[src/rtl/debounce_pkg.sv]
// Shared types and elaboration-time helpers for the push-button debounce bank.
package debounce_pkg;

    typedef enum logic {ST_STABLE, ST_PEND} db_state_t;

    function automatic int div_calc(input int clk_hz, input int tick_hz);
        return clk_hz / tick_hz;
    endfunction

    // Bits needed to hold any value in 0..max_val.
    function automatic int cnt_width(input int max_val);
        return (max_val < 1) ? 1 : $clog2(max_val + 1);
    endfunction

    function automatic int max2(input int a, input int b);
        return (a > b) ? a : b;
    endfunction

endpackage

[src/rtl/debounce_bank_tick_gen.sv]
// Shared slow-tick prescaler: counts 0..DIV-1 and emits a registered one-cycle tick_en.
module tick_gen
    import debounce_pkg::*;
#(
    parameter int DIV = 250000
) (
    input  logic Clk_100M,
    input  logic Rst_n,
    output logic tick_en
);

    localparam int W = cnt_width(DIV - 1);

    logic [W-1:0] cnt;
    logic         at_top;

    assign at_top = (cnt == W'(DIV - 1));

    always_ff @(posedge Clk_100M) begin
        if (!Rst_n) begin
            cnt     <= '0;
            tick_en <= 1'b0;
        end else begin
            tick_en <= at_top;
            cnt     <= at_top ? '0 : cnt + 1'b1;
        end
    end

endmodule

[src/rtl/debounce_bank.sv]
// Multi-channel button conditioner: shared prescaler, per-channel sync + debounce FSM.
// Optional auto-repeat output btn_rpt is built when DEBOUNCE_REPEAT_EN is defined.
//
//   state     | meaning
//   ----------+-------------------------------------------------------------
//   ST_STABLE | synchronised input equals btn_level; window count held at 0
//   ST_PEND   | input differs from btn_level; counting ticks toward accept
module debounce_bank
    import debounce_pkg::*;
#(
    parameter int N_CH          = 4,
    parameter int CLK_HZ        = 100_000_000,
    parameter int TICK_HZ       = 400,
    parameter int STABLE_TICKS  = 4,
    parameter int SYNC_STAGES   = 2,
    parameter int ACTIVE_LOW_IN = 0
`ifdef DEBOUNCE_REPEAT_EN
    ,
    parameter int RPT_DELAY     = 200,
    parameter int RPT_PERIOD    = 40
`endif
) (
    input  logic            Clk_100M,
    input  logic            Rst_n,
    input  logic [N_CH-1:0] btn_raw,
    output logic            tick_en,
    output logic [N_CH-1:0] btn_level,
    output logic [N_CH-1:0] btn_rise,
    output logic [N_CH-1:0] btn_fall
`ifdef DEBOUNCE_REPEAT_EN
    ,
    output logic [N_CH-1:0] btn_rpt
`endif
);

    localparam int DIV = div_calc(CLK_HZ, TICK_HZ);
    localparam int CW  = cnt_width(STABLE_TICKS);
`ifdef DEBOUNCE_REPEAT_EN
    localparam int RW  = cnt_width(max2(RPT_DELAY, RPT_PERIOD));
`endif

    logic [N_CH-1:0]                  pin_sense;
    logic [SYNC_STAGES-1:0][N_CH-1:0] sync_q;

    tick_gen #(
        .DIV(DIV)
    ) u_tick_gen (
        .Clk_100M(Clk_100M),
        .Rst_n   (Rst_n),
        .tick_en (tick_en)
    );

    // Polarity is normalised before the synchroniser so every stage sees pressed = 1.
    assign pin_sense = (ACTIVE_LOW_IN != 0) ? ~btn_raw : btn_raw;

    always_ff @(posedge Clk_100M) begin
        if (!Rst_n) begin
            sync_q <= '0;
        end else begin
            sync_q <= {sync_q[SYNC_STAGES-2:0], pin_sense};
        end
    end

    for (genvar i = 0; i < N_CH; i++) begin : g_ch
        db_state_t     state;
        logic [CW-1:0] cnt_ch;
        logic          level_q;
        logic          rise_q;
        logic          fall_q;
        logic          s;
        logic          accept;

        assign s      = sync_q[SYNC_STAGES-1][i];
        // A bounce back in the same cycle as the tick wins: s != level_q is required.
        assign accept = (state == ST_PEND) && (s != level_q) && tick_en
                        && (cnt_ch == CW'(STABLE_TICKS - 1));

        always_ff @(posedge Clk_100M) begin
            if (!Rst_n) begin
                state   <= ST_STABLE;
                cnt_ch  <= '0;
                level_q <= 1'b0;
                rise_q  <= 1'b0;
                fall_q  <= 1'b0;
            end else begin
                rise_q <= 1'b0;
                fall_q <= 1'b0;
                case (state)
                    ST_STABLE: begin
                        cnt_ch <= '0;
                        if (s != level_q) begin
                            state <= ST_PEND;
                        end
                    end
                    ST_PEND: begin
                        if (s == level_q) begin
                            state  <= ST_STABLE;
                            cnt_ch <= '0;
                        end else if (accept) begin
                            level_q <= s;
                            rise_q  <= s;
                            fall_q  <= ~s;
                            cnt_ch  <= '0;
                            state   <= ST_STABLE;
                        end else if (tick_en) begin
                            cnt_ch <= cnt_ch + 1'b1;
                        end
                    end
                    default: begin
                        state  <= ST_STABLE;
                        cnt_ch <= '0;
                    end
                endcase
            end
        end

        assign btn_level[i] = level_q;
        assign btn_rise[i]  = rise_q;
        assign btn_fall[i]  = fall_q;

`ifdef DEBOUNCE_REPEAT_EN
        logic [RW-1:0] rpt_cnt;
        logic          rpt_q;

        // Down-counter reloaded while released; the accepting tick of a release never repeats.
        always_ff @(posedge Clk_100M) begin
            if (!Rst_n) begin
                rpt_cnt <= RW'(RPT_DELAY - 1);
                rpt_q   <= 1'b0;
            end else begin
                rpt_q <= 1'b0;
                if (!level_q || accept) begin
                    rpt_cnt <= RW'(RPT_DELAY - 1);
                end else if (tick_en) begin
                    if (rpt_cnt == '0) begin
                        rpt_q   <= 1'b1;
                        rpt_cnt <= RW'(RPT_PERIOD - 1);
                    end else begin
                        rpt_cnt <= rpt_cnt - 1'b1;
                    end
                end
            end
        end

        assign btn_rpt[i] = rpt_q;
`endif
    end

endmodule

[config.mk]
export PLATFORM = sky130hd
export DESIGN_NAME = debounce_bank
export DESIGN_NICKNAME = d
export VERILOG_FILES = /design/src/rtl/debounce_pkg.sv /design/src/rtl/debounce_bank_tick_gen.sv /design/src/rtl/debounce_bank.sv
export SDC_FILE = /design/constraint.sdc
export NUM_CORES = 1
export LEC_CHECK = 0
export ABC_AREA = 1
export BUFFER_PORTS_ARGS = -buffer_cell sky130_fd_sc_hd__buf_2
export CORE_MARGIN = 2
export CORE_UTILIZATION = 58
export CTS_CLUSTER_DIAMETER = 150
export CTS_CLUSTER_SIZE = 24
export DETAILED_ROUTE_END_ITERATION = 6
export HOLD_SLACK_MARGIN = 0.05
export MAX_ROUTING_LAYER = met4
export PLACE_DENSITY = 0.77
export SETUP_SLACK_MARGIN = 0.4
export SLEW_MARGIN = 30
export SYNTH_ARGS = -nofsm -noshare
export SYNTH_HDL_FRONTEND = slang
export SYNTH_SLANG_ARGS = --single-unit
[constraint.sdc]
create_clock -name Clk_100M -period 1.76 [get_ports Clk_100M]
set_input_delay 0.088 -clock Clk_100M [delete_from_list [all_inputs] [get_ports Clk_100M]]
set_output_delay 0.088 -clock Clk_100M [all_outputs]
set_load 0.01 [all_outputs]
==> results of run 1 <==
==> routing by layer <==
metal,vias to the layer above,GRT usage (%)
met5,-,-
met4,0,7.75
met3,10,5.59
met2,40,33.9
met1,885,24.0
li1,1060,-
==> synthesized netlist by cell type, types with 3 or more instances <==
cell | number | area, um2
o21ai_0 | 9 | 45.0
nor4_1 | 4 | 25.0
nor3_1 | 7 | 35.0
nand3_1 | 13 | 65.1
inv_1 | 44 | 165
nand4_1 | 7 | 43.8
nor2_1 | 55 | 206
ha_1 | 5 | 62.6
dfxtp_1 | 55 | 1100
nor3b_1 | 3 | 22.5
buf_4 | 12 | 90.1
xor2_1 | 3 | 26.3
nand2_1 | 77 | 289
a21oi_1 | 16 | 80.1
==> final cells by class <==
class | count | share of cell area, %
Multi-Input combinational cell | 216 | 41.6
Sequential cell | 55 | 40.4
Inverter | 44 | 6.02
Timing Repair Buffer | 25 | 5.57
Clock buffer | 5 | 2.51
Tap cell | 50 | 2.28
Clock inverter | 3 | 1.60
==> timing repair <==
action                     in CTS  in global routing
setup endpoints to repair      24                 21
gates cloned                    1                  2
hold endpoints to repair        4                  0
hold buffers                    4                  0
setup buffers                   1                  1
pin swaps                       1                  6
resized for setup               6                 19
==> registers in the layout, summed over array words and instances (netlist names) <==
register            flops
u_tick_gen.tick_en      1
g_ch.level_q            4
g_ch.s                  4
sync_q                  4
u_tick_gen.cnt         18
g_ch.rise_q             4
g_ch.fall_q             4
g_ch.state              4
g_ch.cnt_ch            12
==> logic make-up (layout without fill, tap and decap cells) <==
family / after synthesis / in the layout / share of synthesized area [%]
and+or+nand+nor: 178 / 181 / 32.7
buffers and inverters: 60 / 77 / 11.7
DFF: 55 / 55 / 46.0
AOI/OAI and AO/OA: 26 / 26 / 5.59
adders and majority gates: 5 / 5 / 2.61
xor gates and xnor gates: 4 / 4 / 1.46
==> power by group through the flow <==
stage / logic [W] / registers, W / clock network (W)
2_1_floorplan: 0.0000448 / 0.00130 / 0
3_3_place_gp: 0.0000594 / 0.00130 / 0
3_5_place_dp: 0.0000605 / 0.00130 / 0
4_1_cts: 0.0000755 / 0.00127 / 0.000853
5_1_grt: 0.0000995 / 0.00128 / 0.000897
6_report: 0.0000897 / 0.00127 / 0.000832
==> worst max-delay path: cells and delay by family, from the launching register on <==
family / cells / cell delay [ps]
adders and majority gates: 1 / 160
DFF: 1 / 370
and+or+nand+nor: 6 / 680
AOI/OAI and AO/OA: 1 / 40
==> worst max path at each step <==
stage	cells past startpoint	from	to	slack [ps]
6_report	8	u_tick_gen.cnt[0]	u_tick_gen.cnt[16]	410
3_3_place_gp	5	u_tick_gen.tick_en	g_ch[3].level_q	340
4_1_cts	8	u_tick_gen.cnt[1]	u_tick_gen.cnt[17]	400
5_1_grt	8	u_tick_gen.cnt[1]	u_tick_gen.cnt[16]	330
3_5_place_dp	5	u_tick_gen.tick_en	g_ch[3].level_q	300
2_1_floorplan	9	u_tick_gen.cnt[0]	u_tick_gen.cnt[9]	400
==> through the flow <==
step	instances	instance area (um2)	total power (W)	hold slack, ps	util [%]
after floorplan	328	2400	0.00134	186	-
after global placement	381	2440	0.00136	271	61.1
after detailed placement	381	2440	0.00136	276	61.1
after CTS	395	2640	0.00220	140	66.0
after global routing	398	2740	0.00227	152	68.6
final	398	2740	0.00219	147	68.6
==> results, run 1 <==
- The synthesized design contains 0 enable-type register cells.
- Per report_power, the combinational group accounts for 4.1% of the total.
- TritonCTS created 5 clock buffers.
- For this run, the leading register cell type out of synthesis is dfxtp_1.
- The library cell used most frequently in the layout, excluding fill and tap cells, is nand2_1.
- The number of clock sinks is 55.
- The leakage dissipation is 1.15 nW.
- The internal power component is 0.00172 W.
- The via count is 1995.
- Once the floorplan was initialized, standard cells occupied 59.9% of the core.
- The detailed-routed wire length on met3 is 165 um.
- Along the worst path, the maximum fanout reaches 5.
- For this run, the number of Yosys warnings is 0.
- The worst hold path begins at Rst_n.
- The detailed-routed wire length on met2 is 2160 um.
- The pre-CTS setup slack is 303 ps.
- Counting flops with an async set or reset pin after synthesis yields a share of 0%.
- The initial antenna violation count is 0.
- The number of global-route vias before repair is 1680.
- The post-route setup TNS is 0 ps.
- The final critical path takes up 76.9% of the cycle.
- The clock tree from TritonCTS is yes.
- Timing would allow up to 739 MHz.
- The wire length of the first global-routing pass is 6980 um.
- The die is 68.3 um wide.
- The post-layout minimum cycle time is 1350 ps.
- The largest buffer count on any clock path is 2.
- The max-slew violation count is 0.
- The setup slack of the most critical reg-to-reg path is 410 ps.
- The worst hold path cell count is 3.
- The worst path meets setup with 407 ps of slack.
- The power spent charging and discharging nets is 0.000472 W.
- Setup violations remaining at the end of the flow were counted as 0.
- The mapped netlist covers 2390 um2.
- The sequential share of power is 58.0%.
- The worst register-to-register path ends at u_tick_gen.cnt[16].
- Using the TritonRoute via totals, the vias-per-cell ratio works out to 5.01.
- The data required time at the worst endpoint is 1960 ps.
- The class of the most critical hold timing path is in -> reg.
- Each instance of the synthesized netlist takes up on average 7.30 um2.
- The global placer's final weighted congestion is 0.924.
- The cell row count is 23.
- The tool flagged a number of max-cap violations equal to 0.
- After clock tree synthesis, the clock-pin slew on the worst setup and hold paths is 90 ps.
- The worst pin sits at a relative slew slack of 79.2%.
- The storage element area is 1110 um2.
- The area growth from synthesis to layout is 14.5%.
- Buffers placed on the I/O ports in this run total 18.
- The startpoint class of the critical path is a flop.
- The repair_antennas step left the layout with diodes totalling 0.
- The unique cell type count in the Yosys netlist is 27.
- Counting cells, the worst reg-to-reg path comes to 8.
- The detailed-route wire length per cell is 11.3 um.
- The die extent in y is 68.3 um.
- The number of nets produced by synthesis is 339.
- The fraction of power spent switching nets is 21.5%.
- The share of layout cells above drive strength 1 is 15.8%.
- The worst setup path is captured at a flop.
- The core area is 4000 um2.
- Clock tree synthesis selected as its root buffer the cell clkbuf_8.
- Summed over all layers, the routed wires come to 4510 um.
- The cell with the largest stage delay on the worst path is dfxtp_2.
- The worst-case IR drop observed on VDD is 443 uV.
- The stage delay of the slowest cell on the critical path is 370 ps.
- The number of primary I/O pins is 19.
- The number of nets in the layout is 358.
- The number of violations reported at the end of detailed-routing iteration 0 is 119.
- The total power density per cell area is 800 nW/um2.
- In the final layout, the multi-input gates occupy 1140 um2.
- The die covers 4660 um2.
- For the pin with the worst max-slew slack, the measured transition is 305 ps.
- The pin count of the biggest net entering global routing is 18.
- The first TritonRoute pass finished after 7 iterations.
- For the worst-skew pair, the clock arrives at the later sink with an insertion delay of 310 ps.
- The H-tree was split into 2 levels.
- The remaining global-route overflow is 0.
- Fill cells in the final layout number 328.
- The critical setup path kind is reg -> reg.
- On the final layout, the worst clock skew is 5.35 ps.
- The residual DRC count is 0.
- The run finished with clean final reports.
- The gate count after technology mapping is 328.
- After detailed routing, no signal wire sits above met4.
- Traced cell by cell, the critical path runs through ha_4, nand2_4, nor2_4, nand2_2, nor2_4, nand2_4, nand2_8, a21oi_1.
- Data on the critical path arrives at its endpoint at 1560 ps.
- The clock share of power is 37.9%.
- Leaving out fill and tap cells, the most frequent cells in the layout are nand2_1, dfxtp_1, nor2_1, inv_1, buf_2.
- The post-synthesis sequential area ratio is 46.0%.
- The final number of hold-violating endpoints came to 0.
- The all-layer global routing usage is 20.6%.
- The endpoint with the worst hold slack is g_ch[3].s.
- In this run the remaining antenna-violating nets after routing total 0.
- Setup repair after global routing could not meet its margin everywhere.
- For this block, wires on met1 add up to 2100 um.
- The worst register-to-register path begins at u_tick_gen.cnt[0].
- The synthesized flop and latch total is 55.
- Detailed placement ended at an HPWL of 3020 um.
Note: power is estimated with default switching activity, not from simulation.
==> inputs of run 2 (changes only) <==
--- a/config.mk
+++ b/config.mk
@@ -5,7 +5,7 @@
 export SDC_FILE = /design/constraint.sdc
 export NUM_CORES = 1
 export LEC_CHECK = 0
-export ABC_AREA = 1
+export ABC_AREA = 0
 export BUFFER_PORTS_ARGS = -buffer_cell sky130_fd_sc_hd__buf_2
 export CORE_MARGIN = 2
 export CORE_UTILIZATION = 58
@@ -14,7 +14,7 @@
 export DETAILED_ROUTE_END_ITERATION = 6
 export HOLD_SLACK_MARGIN = 0.05
 export MAX_ROUTING_LAYER = met4
-export PLACE_DENSITY = 0.77
+export PLACE_DENSITY = 0.78
 export SETUP_SLACK_MARGIN = 0.4
 export SLEW_MARGIN = 30
 export SYNTH_ARGS = -nofsm -noshare
==> constraint.sdc (replaced) <==
create_clock -name Clk_100M -period 1.25 [get_ports Clk_100M]
set_input_delay 0.0625 -clock Clk_100M [delete_from_list [all_inputs] [get_ports Clk_100M]]
set_output_delay 0.0625 -clock Clk_100M [all_outputs]
set_load 0.01 [all_outputs]
==> run 2 against run 1 <==
Against the previous run:
- critical path depth is 3 lower
- highest routed layer unchanged
- the run now ends with setup timing left
- critical endpoint unchanged
- total power is 45% higher
- register-to-register slack worse by 760 ps
==> results, run 2 <==
- The post-layout minimum cycle time came to 1610 ps (was 1350 ps).
- The worst hold path cell count is 3 (unchanged).
- The largest area contributor in the netlist is dfxtp_1 (unchanged).
- The cell depth of the worst flop-to-flop path is 5 (was 8).
- The core area is 3740 um2 (was 4000 um2).
- The worst endpoint data arrival time is 1810 ps (was 1560 ps).
- The number of search-and-repair iterations in the first detailed-routing pass is 5 (was 7).
- RSZ-0062 raised after global routing: yes (unchanged).
- The internal power component is 0.00248 W (was 0.00172 W).
- The number of nets in the layout came to 328 (was 358).
- The data required time at the worst endpoint is 1450 ps (was 1960 ps).
- The pin count of the biggest net entering global routing was 18 (unchanged).
- The die footprint is 4480 um2 (was 4660 um2).
- The maximum frequency from static timing analysis is 622 MHz (was 739 MHz).
- The fraction of the mapped netlist area in simple logic gates is 28.8% (was 32.7%).
- The area growth from synthesis to layout is 54.9% (was 14.5%).
- Run status: finished, violations left (was completed).
- The fraction of post-synthesis cell area in the top cell type by area was 48.0% (was 46.0%).
- The remaining global-route overflow is 0 (unchanged).
- The leakage dissipation is 1.32 nW (was 1.15 nW).
- The number of H-tree levels is 2 (unchanged).
- The count of synthesis-stage warnings from yosys is 0 (unchanged).
- The power spent charging and discharging nets came to 0.000706 W (was 0.000472 W).
- The number of clock buffers inserted by TritonCTS is 5 (unchanged).
- The number of violations reported at the end of detailed-routing iteration 0 is 174 (was 119).
- The number of nets produced by synthesis came to 255 (was 339).
- The cell row count is 22 (was 23).
- The most used standard cell by instance count after synthesis is dfxtp_1 (was nand2_1).
- The fraction of power spent switching nets is 22.1% (was 21.5%).
- The clock-pin slew of the registers on the worst-case setup and hold paths is 100 ps (was 90 ps).
- The worst slew slack as a fraction of its limit is 68.5% (was 79.2%).
- The launch instance of the worst register-to-register path is u_tick_gen.cnt[8] (was u_tick_gen.cnt[0]).
- The number of global-route vias before repair was 2005 (was 1680).
- The flip-flop count of the largest register after layout was 18 (unchanged).
- The largest buffer count on any clock path is 2 (unchanged).
- The detail-routed via count per cell is 6.06 (was 5.01).
- The primary flip-flop cell chosen by synthesis mapping is dfxtp_1 (unchanged).
- The number of clock sinks came to 55 (unchanged).
- The maximum fanout count along the critical path is 4 (was 5).
- Leading cell types in the layout, fill and taps excluded: buf_4, dfxtp_1, buf_6, nor2_1, dfxtp_2 (was nand2_1, dfxtp_1, nor2_1, inv_1, buf_2).
- The class of the most critical hold timing path was in -> reg (unchanged).
- The sequential share of power is 55.9% (was 58.0%).
- Biggest regs: u_tick_gen.cnt: 18 flops, g_ch.cnt_ch: 12 flops (unchanged).
- The number of primary I/O pins is 19 (unchanged).
- The synthesized flop and latch total is 55 (unchanged).
- The register with the highest flop count is u_tick_gen.cnt (unchanged).
- The initial antenna violation count is 0 (unchanged).
- The final period utilization came to 129% (was 76.9%).
- The power after layout is 0.00319 W (was 0.00219 W).
- The post-route antenna net violation count is 0 (unchanged).
- Dominant cells by area after synthesis: dfxtp_1, xnor2_1, nor2_1, buf_4, nand2_1 (was dfxtp_1, nand2_1, nor2_1, inv_1, buf_4).
- The max-slew violation count is 0 (unchanged).
- The area share of fa/ha/maj cells after synthesis was 2.72% (was 2.61%).
- The portion of netlist area occupied by mux cells was 3.16% (was 0%).
- The kind of capture point of the worst setup path is a flop (unchanged).
- The post-synthesis sequential area ratio is 48.0% (was 46.0%).
- The average cell area after synthesis came to 9.41 um2 (was 7.30 um2).
- The setup slack of the most critical reg-to-reg path is -360 ps (was 410 ps).
- The cell area after synthesis came to 2300 um2 (was 2390 um2).
- The leading cell type in the layout, fill and taps excluded is buf_4 (was nand2_1).
- The residual DRC count came to 0 (unchanged).
- The wire length of the first global-routing pass was 9380 um (was 6980 um).
- The startpoint of the worst hold path is Rst_n (unchanged).
- The wire length after detailed routing is 8320 um (was 4510 um).
- The cell with the largest stage delay on the worst path is nor4_1 (was dfxtp_2).
- The combinational family with the most area after synthesis is simple AND/OR/NAND/NOR gates (unchanged).
- The final number of hold-violating endpoints is 0 (unchanged).
- The detailed-route wire length per cell came to 22.7 um (was 11.3 um).
- The post-route setup TNS is -6050 ps (was 0 ps).
- The critical setup path kind is reg -> reg (unchanged).
- The total half-perimeter wirelength after legalization and detailed placement is 3160 um (was 3020 um).
- The count of flip-flops with a built-in enable after synthesis is 0 (unchanged).
- The insertion delay to the later sink of the worst-skew pair is 320 ps (was 310 ps).
- The via count is 2219 (was 1995).
- The count of endpoints failing setup in the final report is 31 (was 0).
- The stage delay of the slowest cell on the critical path came to 420 ps (was 370 ps).
- The worst flop-to-flop path endpoint is u_tick_gen.cnt[16] (unchanged).
- The relative contribution of combinational cells to total power is 4.7% (was 4.1%).
- The unique cell type count in the Yosys netlist is 30 (was 27).
- The startpoint class of the critical path is a flop (unchanged).
- Cell types with the highest counts after synthesis: dfxtp_1, nor2_1, nand2_1 (was nand2_1, dfxtp_1, nor2_1).
- Cell chain of the critical path: buf_4, nand4_1, nor4_1, xnor2_1, nor2_1 (was ha_4, nand2_4, nor2_4, nand2_2, nor2_4, nand2_4, nand2_8, a21oi_1).
- The area share of xor/xnor cells in the synthesized design came to 7.25% (was 1.46%).
- The root buffer selected by CTS is clkbuf_8 (unchanged).
- The number of port buffers is 18 (unchanged).
- The die extent in y is 66.9 um (was 68.3 um).
- The number of diodes added for antenna fixing is 0 (unchanged).
- The total of fill cells in the finished design is 92 (was 328).
- The total power density per cell area is 896 nW/um2 (was 800 nW/um2).
- The worst IR drop on VDD is 813 uV (was 443 uV).
- The starting density of the core is 61.3% (was 59.9%).
- The transition time at the pin with the least slew margin came to 468 ps (was 305 ps).
- The endpoint with the worst hold slack is g_ch[0].state (was g_ch[3].s).
- The final reports fail on setup timing.
- The global placer's final weighted congestion is 0.925 (was 0.924).
- The clock tree from TritonCTS is yes (unchanged).
- The gate count after technology mapping is 244 (was 328).
- The share of layout cells above drive strength 1 is 58.5% (was 15.8%).
- The clock share of power is 39.4% (was 37.9%).
- The max capacitance violation total came to 0 (unchanged).
- The all-layer global routing usage is 28.8% (was 20.6%).
- The share of synthesized flip-flops with an asynchronous set or reset was 0% (unchanged).
- The die width is 66.9 um (was 68.3 um).
- The worst setup skew after layout was 8.21 ps (was 5.35 ps).
- The post-synthesis compound-gate area fraction is 3.27% (was 5.59%).
- The final setup slack of the worst path came to -357 ps (was 407 ps).
==> run 2: changes by cell type after synthesis, sizes merged, moves of 7 or more <==
cell,before,now
nand2,80,19
inv,44,9
nor2,57,28
xnor2,1,13
a21oi,16,6
and2,1,10
nand2b,0,9
o21ai,9,2
==> run 2: worst max-delay path: cells and delay by family (launching register included) <==
| kind | cells | cell delay, ps |
|---|---|---|
| and+or+nand+nor | 3 | 760 |
| DFF | 1 | 380 |
| xor gates and xnor gates | 1 | 200 |
| buffers and inverters | 1 | 160 |
==> run 2: logic make-up (layout without fill, tap and decap cells) <==
group                    Yosys count  count (layout)
multiplexers                       7               7
adder cells (fa/ha/maj)            5               5
XOR/XNOR                          19              19
AO/OA/AOI/OAI                     10              10
flip-flops                        55              55
buffers and inverters             28             102
AND/OR/NAND/NOR                  120             120
==> run 2: layout make-up <==
cell class              count  area [um2]  share of cell area [%]
inverters                   9        33.8                   0.950
repair buffers             85         713                    20.0
well taps                  48        60.1                    1.69
flip-flops and latches     55        1170                    32.9
clock buffers               6        82.6                    2.32
clock inverters             2        35.0                   0.985
multi-input cells         161        1460                    41.1
==> run 2: layer usage <==
layer	GRT usage (%)	wire (um)	vias to the layer above
li1	-	-	945
met1	31.4	3010	1061
met2	52.4	4210	156
met3	5.07	581	57
met4	10.2	529	0
met5	-	0	-
==> run 2: timing repair <==
item	in CTS	in global routing
buffers inserted	14	8
hold buffers	4	0
gates resized for setup	53	48
endpoints found under the setup margin	52	56
pin swaps	18	21
hold endpoints to repair	4	0
==> run 2: power by group through the flow <==
stage	Combinational (W)	Clock [W]	Sequential [W]
4_1_cts	0.000123	0.00121	0.00178
2_1_floorplan	0.0000616	0	0.00183
3_5_place_dp	0.0000991	0	0.00183
3_3_place_gp	0.0000960	0	0.00183
5_1_grt	0.000160	0.00132	0.00178
6_report	0.000151	0.00126	0.00178
==> run 2: worst max path at each step <==
stage | from | endpoint | slack (ps) | depth (start not counted)
finish | u_tick_gen.cnt[8] | u_tick_gen.cnt[16] | -360 | 5
global route | u_tick_gen.cnt[8] | u_tick_gen.cnt[16] | -410 | 5
CTS | u_tick_gen.cnt[17] | u_tick_gen.cnt[3] | -190 | 5
detailed placement | u_tick_gen.cnt[0] | u_tick_gen.cnt[17] | -240 | 4
global placement | u_tick_gen.cnt[0] | u_tick_gen.cnt[17] | -190 | 4
floorplan | u_tick_gen.cnt[11] | u_tick_gen.cnt[11] | -260 | 4
==> run 2: metrics by stage <==
stage | hold slack (ps) | std cells | instance area, um2 | setup WS, ps | utilization [%]
floorplan | 190 | 244 | 2500 | -264 | -
global placement | 267 | 332 | 2810 | -190 | 75.1
detailed placement | 275 | 332 | 2810 | -241 | 75.1
CTS | 150 | 358 | 3300 | -195 | 88.3
global route | 189 | 366 | 3560 | -412 | 95.0
finish | 180 | 366 | 3560 | -357 | 95.0
